`config.mk`:
```
export PLATFORM = sky130hd
export DESIGN_NAME = fft_stage_sequencer_flat
export DESIGN_NICKNAME = d
export VERILOG_FILES = /design/src/rtl/fft_stage_sequencer_pkg.sv /design/src/rtl/fft_stage_sequencer_if.sv /design/src/rtl/fft_seq_watchdog.sv /design/src/rtl/fft_stage_sequencer.sv /design/src/flat_wrapper.sv
export SDC_FILE = /design/constraint.sdc
export NUM_CORES = 1
export LEC_CHECK = 0
export ABC_AREA = 1
export BUFFER_PORTS_ARGS = -buffer_cell sky130_fd_sc_hd__clkbuf_2
export CORE_ASPECT_RATIO = 1.2
export CORE_MARGIN = 2
export CORE_UTILIZATION = 52
export CTS_CLUSTER_SIZE = 40
export DETAILED_ROUTE_END_ITERATION = 8
export GPL_ROUTABILITY_DRIVEN = 1
export PLACE_DENSITY = 0.83
export REMOVE_ABC_BUFFERS = 1
export SYNTH_ARGS = -nofsm -noshare
export SYNTH_HDL_FRONTEND = slang
export SYNTH_SLANG_ARGS = --single-unit
```
`constraint.sdc`:
```
create_clock -name clk -period 2.4 [get_ports clk]
set_input_delay 0.36 -clock clk [delete_from_list [all_inputs] [get_ports clk]]
set_output_delay 0.36 -clock clk [all_outputs]
set_load 0.1 [all_outputs]
```
`src/rtl/fft_stage_sequencer_pkg.sv`:
```
// fft_stage_sequencer_pkg
//   Shared definitions for the FFT stage sequencer:
//     - state_t       : FSM state encoding (also exported on state_out)
//     - MODE_A2B/B2A  : ping-pong direction of a stage_to_stage pass
//     - clog2()       : constant-evaluable ceiling log2 for parameter math
package fft_stage_sequencer_pkg;

    typedef enum logic [1:0] {
        STATE_IN  = 2'd0,
        STATE_SS  = 2'd1,
        STATE_OUT = 2'd2
    } state_t;

    localparam logic MODE_A2B = 1'b0;
    localparam logic MODE_B2A = 1'b1;

    // Ceiling log2; clog2(1) = 0.
    function automatic int clog2(input int value);
        int result;
        int v;
        result = 0;
        v      = value - 1;
        while (v > 0) begin
            result = result + 1;
            v      = v >> 1;
        end
        return result;
    endfunction

endpackage

```
`src/rtl/fft_stage_sequencer_if.sv`:
```
// fft_stage_sequencer_if
//   Start/finished handshake bundle between the sequencer and the three
//   datapath blocks (buffer_BB_to_stage, stage_to_stage, stage_to_out).
//   Parameter:
//     LOG_N : width of the stage index
//   Modports:
//     master : the sequencer (drives starts, index, mode, bank)
//     slave  : the datapath side (drives finished pulses)
interface fft_stage_sequencer_if #(
    parameter int LOG_N = 4
);
    logic             b2s_start;
    logic             b2s_finished;
    logic             ss_start;
    logic [LOG_N-1:0] ss_index;
    logic             ss_mode;
    logic             ss_finished;
    logic             s2o_start;
    logic             s2o_bank;
    logic             s2o_finished;

    modport master (
        output b2s_start, ss_start, ss_index, ss_mode, s2o_start, s2o_bank,
        input  b2s_finished, ss_finished, s2o_finished
    );

    modport slave (
        input  b2s_start, ss_start, ss_index, ss_mode, s2o_start, s2o_bank,
        output b2s_finished, ss_finished, s2o_finished
    );
endinterface

```
`src/rtl/fft_seq_watchdog.sv`:
```
// fft_seq_watchdog
//   Dwell-time watchdog for the sequencer FSM. Counts clock edges spent in
//   the current state and raises timeout on the WD_CYCLES-th edge after the
//   edge that entered that state (re-entry via reset or timeout counts).
//   Only instantiated when FFT_SEQ_WATCHDOG_EN is defined.
//   Ports:
//     clk     : system clock
//     rst     : synchronous active-high reset
//     state   : current (registered) FSM state
//     timeout : combinational, high for the edge on which the FSM must abort
module fft_seq_watchdog
    import fft_stage_sequencer_pkg::*;
#(
    parameter int WD_CYCLES = 64
) (
    input  logic   clk,
    input  logic   rst,
    input  state_t state,
    output logic   timeout
);
    localparam int CW = clog2(WD_CYCLES + 1);

    logic [CW-1:0] count;
    state_t        last_state;
    logic          changed;

    assign changed = (state != last_state);
    assign timeout = !changed && (count == CW'(WD_CYCLES - 1));

    always_ff @(posedge clk) begin
        if (rst) begin
            count      <= '0;
            last_state <= STATE_IN;
        end else begin
            last_state <= state;
            // The edge that reveals a change already counts as one dwell edge.
            if (changed) begin
                count <= CW'(1);
            end else if (timeout) begin
                count <= '0;
            end else begin
                count <= count + CW'(1);
            end
        end
    end
endmodule

```
`src/rtl/fft_stage_sequencer.sv`:
```
// fft_stage_sequencer
//   Control FSM for a multi-stage in-place FFT: fill stage A from the input
//   buffer, run N_STAGES stage_to_stage passes ping-ponging A<->B, then drain
//   the bank holding the result. Counts completed frames and flags protocol
//   errors (finished pulses that do not match the current state).
//   Optional: define FFT_SEQ_WATCHDOG_EN to add a dwell watchdog
//   (parameter WD_CYCLES) that aborts the frame back to IN on timeout.
//   Ports:
//     clk         : system clock
//     rst         : synchronous active-high reset
//     bus         : start/finished handshake (master side)
//     frame_count : completed frames, wraps
//     state_out   : current state (0 IN, 1 SS, 2 OUT)
//     error       : sticky protocol/timeout error, cleared by rst only
module fft_stage_sequencer
    import fft_stage_sequencer_pkg::*;
#(
    parameter int N           = 16,
    parameter int LOG_N       = clog2(N),
    parameter int N_STAGES    = 4,
    parameter int FIRST_STAGE = 0,
    parameter int FCWIDTH     = 16
`ifdef FFT_SEQ_WATCHDOG_EN
    ,
    parameter int WD_CYCLES   = 4 * N
`endif
) (
    input  logic                  clk,
    input  logic                  rst,
    fft_stage_sequencer_if.master bus,
    output logic [FCWIDTH-1:0]    frame_count,
    output logic [1:0]            state_out,
    output logic                  error
);
    localparam int PCW = clog2(N_STAGES + 1);

    state_t         state;
    logic [PCW-1:0] pass_cnt;
    logic [PCW-1:0] pass_next;
    logic           wd_timeout;
    logic           b2s_fin;
    logic           ss_fin;
    logic           s2o_fin;

    assign b2s_fin   = bus.b2s_finished;
    assign ss_fin    = bus.ss_finished;
    assign s2o_fin   = bus.s2o_finished;
    assign pass_next = pass_cnt + PCW'(1);
    assign state_out = state;

`ifdef FFT_SEQ_WATCHDOG_EN
    fft_seq_watchdog #(
        .WD_CYCLES (WD_CYCLES)
    ) u_watchdog (
        .clk     (clk),
        .rst     (rst),
        .state   (state),
        .timeout (wd_timeout)
    );
`else
    assign wd_timeout = 1'b0;
`endif

    // NOTE: all state and outputs are registered here with non-blocking
    // assignments so every reader sees the pre-edge values; the default-low
    // start assignments at the top are then overridden later in the block.
    always_ff @(posedge clk) begin
        if (rst) begin
            state         <= STATE_IN;
            bus.b2s_start <= 1'b1;
            bus.ss_start  <= 1'b0;
            bus.s2o_start <= 1'b0;
            bus.ss_index  <= LOG_N'(FIRST_STAGE);
            bus.ss_mode   <= MODE_A2B;
            bus.s2o_bank  <= 1'b0;
            pass_cnt      <= '0;
            frame_count   <= '0;
            error         <= 1'b0;
        end else begin
            bus.b2s_start <= 1'b0;
            bus.ss_start  <= 1'b0;
            bus.s2o_start <= 1'b0;

            if (wd_timeout) begin
                error         <= 1'b1;
                state         <= STATE_IN;
                bus.b2s_start <= 1'b1;
            end else begin
                case (state)
                    STATE_IN: begin
                        if (ss_fin || s2o_fin) begin
                            error <= 1'b1;
                        end
                        if (b2s_fin) begin
                            bus.ss_start <= 1'b1;
                            bus.ss_index <= LOG_N'(FIRST_STAGE);
                            bus.ss_mode  <= MODE_A2B;
                            pass_cnt     <= '0;
                            state        <= STATE_SS;
                        end
                    end

                    STATE_SS: begin
                        if (b2s_fin || s2o_fin) begin
                            error <= 1'b1;
                        end
                        if (ss_fin) begin
                            pass_cnt <= pass_next;
                            if (pass_next == PCW'(N_STAGES)) begin
                                // Result sits in the destination of the last pass.
                                bus.s2o_bank  <= ~bus.ss_mode;
                                bus.s2o_start <= 1'b1;
                                state         <= STATE_OUT;
                            end else begin
                                bus.ss_index <= bus.ss_index + LOG_N'(1);
                                bus.ss_mode  <= (bus.ss_mode == MODE_A2B) ? MODE_B2A : MODE_A2B;
                                bus.ss_start <= 1'b1;
                            end
                        end
                    end

                    STATE_OUT: begin
                        if (b2s_fin || ss_fin) begin
                            error <= 1'b1;
                        end
                        if (s2o_fin) begin
                            frame_count   <= frame_count + FCWIDTH'(1);
                            bus.b2s_start <= 1'b1;
                            state         <= STATE_IN;
                        end
                    end

                    default: begin
                        // Encoding 3 is unreachable in normal operation; recover.
                        error         <= 1'b1;
                        state         <= STATE_IN;
                        bus.b2s_start <= 1'b1;
                    end
                endcase
            end
        end
    end
endmodule

```
`src/flat_wrapper.sv`:
```
// flat-port wrapper written by rule: the top's interface ports become plain ports
module fft_stage_sequencer_flat import fft_stage_sequencer_pkg::*;
#(
    parameter int N           = 16,
    parameter int LOG_N       = clog2(N),
    parameter int N_STAGES    = 4,
    parameter int FIRST_STAGE = 0,
    parameter int FCWIDTH     = 16

)
  (clk, rst, frame_count, state_out, error, bus_b2s_start, bus_ss_start, bus_ss_index, bus_ss_mode, bus_s2o_start, bus_s2o_bank, bus_b2s_finished, bus_ss_finished, bus_s2o_finished);
  fft_stage_sequencer_if #(.LOG_N(LOG_N)) bus_i ();
  input  logic clk;
  input  logic rst;
  output logic [FCWIDTH-1:0] frame_count;
  output logic [1:0] state_out;
  output logic error;
  output wire logic [$bits(bus_i.b2s_start)-1:0] bus_b2s_start;
  output wire logic [$bits(bus_i.ss_start)-1:0] bus_ss_start;
  output wire logic [$bits(bus_i.ss_index)-1:0] bus_ss_index;
  output wire logic [$bits(bus_i.ss_mode)-1:0] bus_ss_mode;
  output wire logic [$bits(bus_i.s2o_start)-1:0] bus_s2o_start;
  output wire logic [$bits(bus_i.s2o_bank)-1:0] bus_s2o_bank;
  input wire logic [$bits(bus_i.b2s_finished)-1:0] bus_b2s_finished;
  input wire logic [$bits(bus_i.ss_finished)-1:0] bus_ss_finished;
  input wire logic [$bits(bus_i.s2o_finished)-1:0] bus_s2o_finished;
  assign bus_b2s_start = bus_i.b2s_start;
  assign bus_ss_start = bus_i.ss_start;
  assign bus_ss_index = bus_i.ss_index;
  assign bus_ss_mode = bus_i.ss_mode;
  assign bus_s2o_start = bus_i.s2o_start;
  assign bus_s2o_bank = bus_i.s2o_bank;
  assign bus_i.b2s_finished = bus_b2s_finished;
  assign bus_i.ss_finished = bus_ss_finished;
  assign bus_i.s2o_finished = bus_s2o_finished;
  fft_stage_sequencer #(.N(N), .LOG_N(LOG_N), .N_STAGES(N_STAGES), .FIRST_STAGE(FIRST_STAGE), .FCWIDTH(FCWIDTH)) u_core (.clk(clk), .rst(rst), .bus(bus_i), .frame_count(frame_count), .state_out(state_out), .error(error));
endmodule
```
Word-level counts from Yosys, hierarchy flattened
Index checks and enable logic that the tools add are counted.
W data, S select, Z words.
{"block": "word_totals", "reg_bits": 31, "inputBits": 5, "output_inout_bits": 28, "wordCells": 68}
{"block": "classes", "n_addsub": 3, "eq_ne": 11, "n_mux": 28, "bitwise_logic": 3, "n_reduce_logical": 13}
{"op": "$add A16 B1 Y16 const B", "count": 1}
{"op": "$mux W1", "count": 12}
{"op": "$mux W4", "count": 3}
{"op": "$reduce_and A3 Y1", "count": 3}
{"op": "$mux W2", "count": 4}
{"op": "$ne A2 B1 Y1 const B", "count": 4}
{"op": "$ne A2 B2 Y1 const B", "count": 4}
{"op": "$pmux W4 S2", "count": 1}
{"op": "$reduce_and A4 Y1", "count": 2}
{"op": "$mux W3", "count": 2}
{"op": "$pmux W1 S2", "count": 3}
{"op": "$pmux W2 S3", "count": 1}
{"op": "$pmux W3 S2", "count": 1}
{"op": "$add A4 B1 Y4 const B", "count": 1}
{"op": "$add A3 B1 Y3 const B", "count": 1}
{"op": "$eq A3 B3 Y1 const B", "count": 1}
{"op": "$logic_or A1 B1 Y1", "count": 3}
{"op": "$not A1 Y1", "count": 3}
{"op": "$pmux W1 S3", "count": 1}
{"op": "$reduce_or A3 Y1", "count": 1}
{"op": "$eq A2 B1 Y1 const B", "count": 1}
{"op": "$eq A2 B2 Y1 const B", "count": 1}
{"op": "$logic_not A2 Y1", "count": 1}
{"op": "$reduce_and A2 Y1", "count": 1}
{"op": "other kinds (2)", "count": 2}

Longest topological paths before layout
Gate-level depths: netlist of run 1.
{"block": "depth", "depth_word": 5, "mapped_depth": 9, "depth_no_buf": 9}

Worst setup path after synthesis of run 1
No wires, ideal clock.
{"block": "synth_timing", "kind": "flip-flop to flip-flop", "from": "register u_core.frame_count[0]", "to": "register u_core.frame_count[8]", "setup_ps": 116, "t_arrival_ps": 2004, "t_required_ps": 2284, "path_slack_ps": 280, "path_stages_with_launch": 7, "n_path_buf": 0, "period_less_slack_ps": 2120, "cell_sequence": "dfxtp_1 -> ha_1 -> nand3_1 -> nor2_4 -> nand3_1 -> o21ai_0 -> nor2_1"}
{"block": "synth_via", "elab_chain_cells": 1}
{"element": "start: declaration", "line": "fft_stage_sequencer.sv:31", "source": "output logic [FCWIDTH-1:0] frame_count,"}
{"element": "start signal: assignment", "line": "fft_stage_sequencer.sv:127", "source": "frame_count <= frame_count + FCWIDTH'(1);"}
{"element": "$add A16 B1 Y16", "line": "fft_stage_sequencer.sv:127"}
Every way passes these cells.
A chain may end at the register's enable or synchronous reset.

Worst setup path in the final report of run 1
{"block": "layout_timing", "from": "register u_core.state[1], in the netlist u_core.state_out[1]", "to": "output port state_out[1]"}
{"element": "start: declaration", "line": "fft_stage_sequencer.sv:37", "source": "state_t state;"}
{"element": "start signal: assignment", "line": "fft_stage_sequencer.sv:69", "source": "state <= STATE_IN;"}
{"element": "start signal: assignment", "line": "fft_stage_sequencer.sv:86", "source": "state <= STATE_IN;"}
{"element": "start signal: assignment", "line": "fft_stage_sequencer.sv:99", "source": "state <= STATE_SS;"}
{"element": "end: declaration", "line": "flat_wrapper.sv:16", "source": "output logic [1:0] state_out;"}
No word-level cell between the ends.

==> results of run 1 <==
[registers in the layout (all words and copies together) (netlist names)]
register	count
u_core.bus.b2s_start	1
u_core.bus.ss_index	4
u_core.bus.ss_start	1
u_core.bus.s2o_start	1
u_core.state_out	2
u_core.frame_count	16
u_core.bus.s2o_bank	1
u_core.pass_cnt	3
u_core.bus.ss_mode	1
u_core.error	1
[synth_stat cells]
master,n,area share [%]
nand2_4,3,2.2
inv_2,1,0.24
inv_1,23,5.6
xnor2_1,1,0.57
dfxtp_1,31,40
nor2_4,2,1.5
a31oi_1,1,0.41
nor2_1,35,8.6
ha_1,4,3.3
or2_2,1,0.41
nand3_1,20,6.5
o21ai_0,5,1.6
xor2_2,1,1.1
nand2_1,48,12
buf_6,1,0.73
inv_4,1,0.41
nand4_1,4,1.6
a21oi_2,1,0.57
nand3_2,1,0.65
nand3_4,1,1.1
nor3_1,2,0.65
clkbuf_1,1,0.24
a21oi_1,13,4.2
o21bai_2,1,0.73
nand2_2,2,0.82
o21bai_1,2,0.98
xor2_1,3,1.7
clkinv_1,1,0.24
buf_4,1,0.49
o211ai_1,1,0.49
[layer usage]
layer / part of all wire, % / vias to the layer above / track usage [%]
met3: 5.1 / 7 / 7.82
met1: 43 / 627 / 23.5
li1: - / 743 / -
met2: 50 / 34 / 33.6
met5: 0 / - / 0
met4: 1.9 / 0 / 8.65
[cell type report]
| class | instances | area (um^2) |
|---|---|---|
| clock buffers | 5 | 37.5 |
| flip-flops and latches | 31 | 621 |
| clock inverters | 3 | 20.0 |
| multi-input cells | 152 | 790 |
| well taps | 34 | 42.5 |
| inverters | 26 | 100 |
| fillers | 300 | 1040 |
| repair buffers | 32 | 160 |
[how the worst min path moves through the flow]
stage | slack (ps) | to | depth (start not counted) | startpoint
floorplan | 420 | u_core.bus.ss_index[2] | 1 | rst
global placement | 460 | u_core.error | 2 | u_core.error
detailed placement | 460 | u_core.error | 2 | u_core.error
CTS | 340 | u_core.state_out[0] | 3 | bus_b2s_finished
global route | 350 | u_core.bus.ss_index[2] | 2 | rst
finish | 360 | u_core.state_out[0] | 3 | bus_b2s_finished
[where the power goes]
group	leakage (nW)	switching, mW	internal, mW
clock	0.0272	0.197	0.112
sequential	0.252	0.0121	0.528
combinational	0.542	0.136	0.0341
[logic make-up after synthesis]
logic type	after synthesis
buffers and inverters	29
AND/OR/NAND/NOR	119
adder cells (fa/ha/maj)	4
flip-flops	31
AO/OA/AOI/OAI	24
XOR/XNOR	5
[metrics by stage]
stage	utilization, %	area (um^2)	setup slack, ps
2_1_floorplan	-	1510	280
3_3_place_gp	60.9	1710	902
3_5_place_dp	60.9	1710	842
4_1_cts	63.0	1770	701
5_1_grt	63.0	1770	645
6_report	63.0	1770	735
==> results.sh, run 1 <==
export IMPL_status="complete, no violations"
export IMPL_critical_path_arrival_ps=1310
export IMPL_cts_root_buffer="clkbuf_4"
export IMPL_crit_start="u_core.state_out[1]"
export IMPL_clock_skew_ps=13.1
export IMPL_dieArea_um2=3400
export IMPL_cts_buffer_depth=2
export IMPL_drv_cap=0
export IMPL_core_rowCount=21
export IMPL_grt_overflow_total=0
export IMPL_synth_avg_cell_area_um2=7.23
export IMPL_cp_end_kind="output port"
export IMPL_core_um2=2810
export IMPL_path_class="flop to output port"
export IMPL_place_congestion=0.782
export IMPL_timing_hold_ws_ps=355
export IMPL_cts_tree="done"
export IMPL_postCtsSetupBuffers=0
export IMPL_layout_nets=257
export IMPL_cp_top_family="buffers and inverters"
export IMPL_cts_max_level=2
export IMPL_wl_per_cell_um=10.7
export IMPL_clkSinkCount=31
export IMPL_synth_compound_area_share_pct=9.06
export IMPL_clk_pin_slew_worst_paths_ps=100
export IMPL_die_w_um=53.6
export IMPL_setup_tns_ps=0
export IMPL_ioPinCount=33
export IMPL_synthAdderAreaFrac_pct=3.27
export IMPL_rsz0062_at_grt="no"
export IMPL_most_common_layout_cells="nand2_1 (48), nor2_1 (35), clkbuf_2 (32)"
export IMPL_mostFrequentLayoutCell="nand2_1"
export IMPL_critPathMaxStageDelay_ps=500
export IMPL_irDropWorstVdd_uv=363
export IMPL_synthToLayoutAreaGrowth_pct=15.5
export IMPL_worst_ep_required_time_ps=2040
export IMPL_initial_utilization_pct=54.5
export IMPL_ctsResizeCount=0
export IMPL_slew_headroom_pct=64.1
export IMPL_design_power_total_mw=1.02
export IMPL_fin_cells=283
export IMPL_cp_depth=1
export IMPL_synth_simple_area_share_pct=35.8
export IMPL_netlist_cell_type_count=30
export IMPL_cp_max_fo=5
export IMPL_worstSkewPairLatency_ps=350
export IMPL_n_antenna_cell=0
export IMPL_power_density_nw_per_um2=575
export IMPL_period_share_pct=69.4
export IMPL_hold_buffers=0
export IMPL_drtIter0Drc=30
export IMPL_drive_above_1_share_pct=22.1
export IMPL_r2r_end="u_core.bus.ss_index[3]"
export IMPL_path_buf_inv=1
export IMPL_wl_um=3020
export IMPL_yosysSeqAreaShare_pct=40.5
export IMPL_yosysWarnings=0
export IMPL_period_needed_ps=1670
export IMPL_rr_startpoint="u_core.pass_cnt[0]"
export IMPL_dp_cells=275
export IMPL_dpl_hpwl_um=2280
export IMPL_grt_max_degree=19
export IMPL_dieHeight_um=63.5
export IMPL_grt_use_total_pct=20.7
export IMPL_cp_endpoint="state_out[1]"
export IMPL_synth_top_family_by_area="simple AND/OR/NAND/NOR gates"
export IMPL_power_leakage_nw=0.821
export IMPL_routed_via_density=4.99
export IMPL_reg2reg_depth=7
export IMPL_cts_buffers=5
export IMPL_crit_path_cell_trace="clkbuf_2"
export IMPL_hp_class="primary input to flop"
export IMPL_synth_area_um2=1530
export IMPL_synth_mux_area_share_pct=0
export IMPL_route_detailed_drc=0
export IMPL_cp_start_kind="flop"
export IMPL_grt_first_pass_wirelength_um=5150
export IMPL_first_global_vias=1256
export IMPL_hold_viol_final=0
export IMPL_synth_xor_area_share_pct=3.35
export IMPL_setup_viol=0
export IMPL_tightestPinTransition_ps=541
export IMPL_slew_viol_final=0
export IMPL_antenna_found_initial=0
export IMPL_syn_inst=212
export IMPL_io_buffers=32
export IMPL_vias=1411
export IMPL_rrSetupSlack_ps=970
export IMPL_max_freq_mhz=600
export IMPL_synth_seq_cells=31
export IMPL_drt_pre_antenna_iters=4
export IMPL_critPathSlowestCell="clkbuf_2"
export IMPL_ant_nets=0
Power figures use the tool's default switching activity.
==> run 2, diff against run 1 <==
--- a/config.mk
+++ b/config.mk
@@ -9,11 +9,11 @@
 export BUFFER_PORTS_ARGS = -buffer_cell sky130_fd_sc_hd__clkbuf_2
 export CORE_ASPECT_RATIO = 1.2
 export CORE_MARGIN = 2
-export CORE_UTILIZATION = 52
+export CORE_UTILIZATION = 48
 export CTS_CLUSTER_SIZE = 40
 export DETAILED_ROUTE_END_ITERATION = 8
 export GPL_ROUTABILITY_DRIVEN = 1
-export PLACE_DENSITY = 0.83
+export PLACE_DENSITY = 0.81
 export REMOVE_ABC_BUFFERS = 1
 export SYNTH_ARGS = -nofsm -noshare
 export SYNTH_HDL_FRONTEND = slang
==> constraint.sdc (replaced) <==
create_clock -name clk -period 1.5 [get_ports clk]
set_input_delay 0.225 -clock clk [delete_from_list [all_inputs] [get_ports clk]]
set_output_delay 0.225 -clock clk [all_outputs]
set_load 0.1 [all_outputs]
==> run 2 against run 1 <==
Against the previous run:
- cell count grew 1.4%
- worst setup slack got worse by 690 ps
- combinational power rose by 62%
- register-to-register slack lost 840 ps
- sequential share of layout area is 0.68 points lower
- cell area rose by 2.0%
- clock-buffer cell count increased by 2
- first-iteration DRC count increased by 33%
- largest power group unchanged
==> results.sh, run 2 (synthesis results as in run 1) <==
export IMPL_max_freq_mhz=689
export IMPL_drive_above_1_share_pct=21.9
export IMPL_most_common_layout_cells="nand2_1 (48), nor2_1 (35), dfxtp_1 (31)"
export IMPL_drv_cap=0
export IMPL_io_buffers=32
export IMPL_rsz0062_at_grt="no"
export IMPL_cts_buffers=5
export IMPL_dp_cells=279
export IMPL_route_detailed_drc=0
export IMPL_grt_first_pass_wirelength_um=5140
export IMPL_multi_input_area_um2=797
export IMPL_cp_max_fo=5
export IMPL_cp_start_kind="flop"
export IMPL_first_global_vias=1257
export IMPL_dieHeight_um=65.9
export IMPL_status="complete, no violations"
export IMPL_mostFrequentLayoutCell="nand2_1"
export IMPL_drtIter0Drc=40
export IMPL_worst_ep_required_time_ps=1270
export IMPL_die_w_um=55.6
export IMPL_power_density_nw_per_um2=893
export IMPL_irDropWorstVdd_uv=632
export IMPL_core_um2=3060
export IMPL_critical_path_arrival_ps=1230
export IMPL_place_congestion=0.818
export IMPL_wl_um=2980
export IMPL_wl_per_cell_um=10.4
export IMPL_cts_buffer_depth=2
export IMPL_worstSkewPairLatency_ps=340
export IMPL_cts_tree="done"
export IMPL_critPathMaxStageDelay_ps=480
export IMPL_n_antenna_cell=0
export IMPL_grt_use_total_pct=18.1
export IMPL_cp_top_family="buffers and inverters"
export IMPL_setup_viol=0
export IMPL_design_area_um2=1810
export IMPL_clock_skew_ps=5.30
export IMPL_vias=1403
export IMPL_reg_top3="u_core.frame_count (16), u_core.bus.ss_index (4), u_core.pass_cnt (3)"
export IMPL_tightestPinTransition_ps=547
export IMPL_dpl_hpwl_um=2150
export IMPL_design_power_total_mw=1.61
export IMPL_path_buf_inv=1
export IMPL_rrSetupSlack_ps=130
export IMPL_largest_reg_flops=16
export IMPL_place_area_um2=1750
export IMPL_clk_pin_slew_worst_paths_ps=90
export IMPL_cp_end_kind="output port"
export IMPL_ioPinCount=33
export IMPL_hp_class="primary input to flop"
export IMPL_crit_path_cell_trace="clkbuf_2"
export IMPL_dieArea_um2=3660
export IMPL_fin_cells=287
export IMPL_routed_via_density=4.89
export IMPL_top_register="u_core.frame_count"
export IMPL_drt_pre_antenna_iters=4
export IMPL_grt_overflow_total=0
export IMPL_ant_nets=0
export IMPL_core_rowCount=22
export IMPL_slew_viol_final=0
export IMPL_cts_max_level=2
export IMPL_hold_buffers=0
export IMPL_setup_tns_ps=0
export IMPL_period_needed_ps=1450
export IMPL_initial_utilization_pct=50.2
export IMPL_clkSinkCount=31
export IMPL_critPathSlowestCell="clkbuf_2"
export IMPL_power_leakage_nw=0.842
export IMPL_antenna_found_initial=0
export IMPL_path_class="flop to output port"
export IMPL_cts_root_buffer="clkbuf_4"
export IMPL_layout_nets=259
export IMPL_hold_viol_final=0
export IMPL_seq_area_um2=621
export IMPL_grt_max_degree=19
export IMPL_slew_headroom_pct=63.7
export IMPL_synthToLayoutAreaGrowth_pct=17.8
export IMPL_period_share_pct=96.7
export IMPL_final_fill_count=293
## run 2: report_power, final
| part | total (mW) | leakage [nW] | internal [mW] | switching (mW) |
|---|---|---|---|---|
| Sequential | 0.863 | 0.252 | 0.844 | 0.0187 |
| Clock | 0.475 | 0.0293 | 0.182 | 0.292 |
| Combinational | 0.275 | 0.560 | 0.0573 | 0.217 |
## run 2: worst paths after layout
path,start,endpoint,depth (start not counted)
setup / recovery,u_core.bus.ss_index[0],bus_ss_index[0],1
setup reg to reg,u_core.pass_cnt[0],u_core.bus.ss_index[3],7
hold / removal,bus_b2s_finished,u_core.state_out[0],3
hold reg to reg,u_core.error,u_core.error,2
## run 2: routing by layer
metal  up-vias  part of all wire, %  wire [um]  GRT usage, %
met3         6                  6.3        188          4.11
met4         0                  2.2         66          12.2
met1       600                   42       1240          20.2
met2        47                   50       1490          30.8
li1        750                    -          -             -
met5         -                    0          0             0
## run 2: metrics by stage
step                setup WS, ps  util [%]  hold WS (ps)
global placement             177      57.1           439
global route                2.86      59.1           230
detailed placement           101      57.1           446
floorplan                   -620         -           287
finish                      49.2      59.1           216
CTS                         10.2      58.8           207
## run 2: cell type report
type,instances,share of cell area (%)
Clock buffer,7,2.49
Clock inverter,1,0.277
Inverter,26,5.54
Multi-Input combinational cell,152,44.1
Sequential cell,31,34.4
Tap cell,36,2.49
Timing Repair Buffer,34,10.7
## run 2: timing repair
| action | 4_1_cts | 5_1_grt |
|---|---|---|
| buffers inserted | 0 | 0 |
| endpoints found under the setup margin | 0 | 6 |
| resized for setup | 0 | 6 |
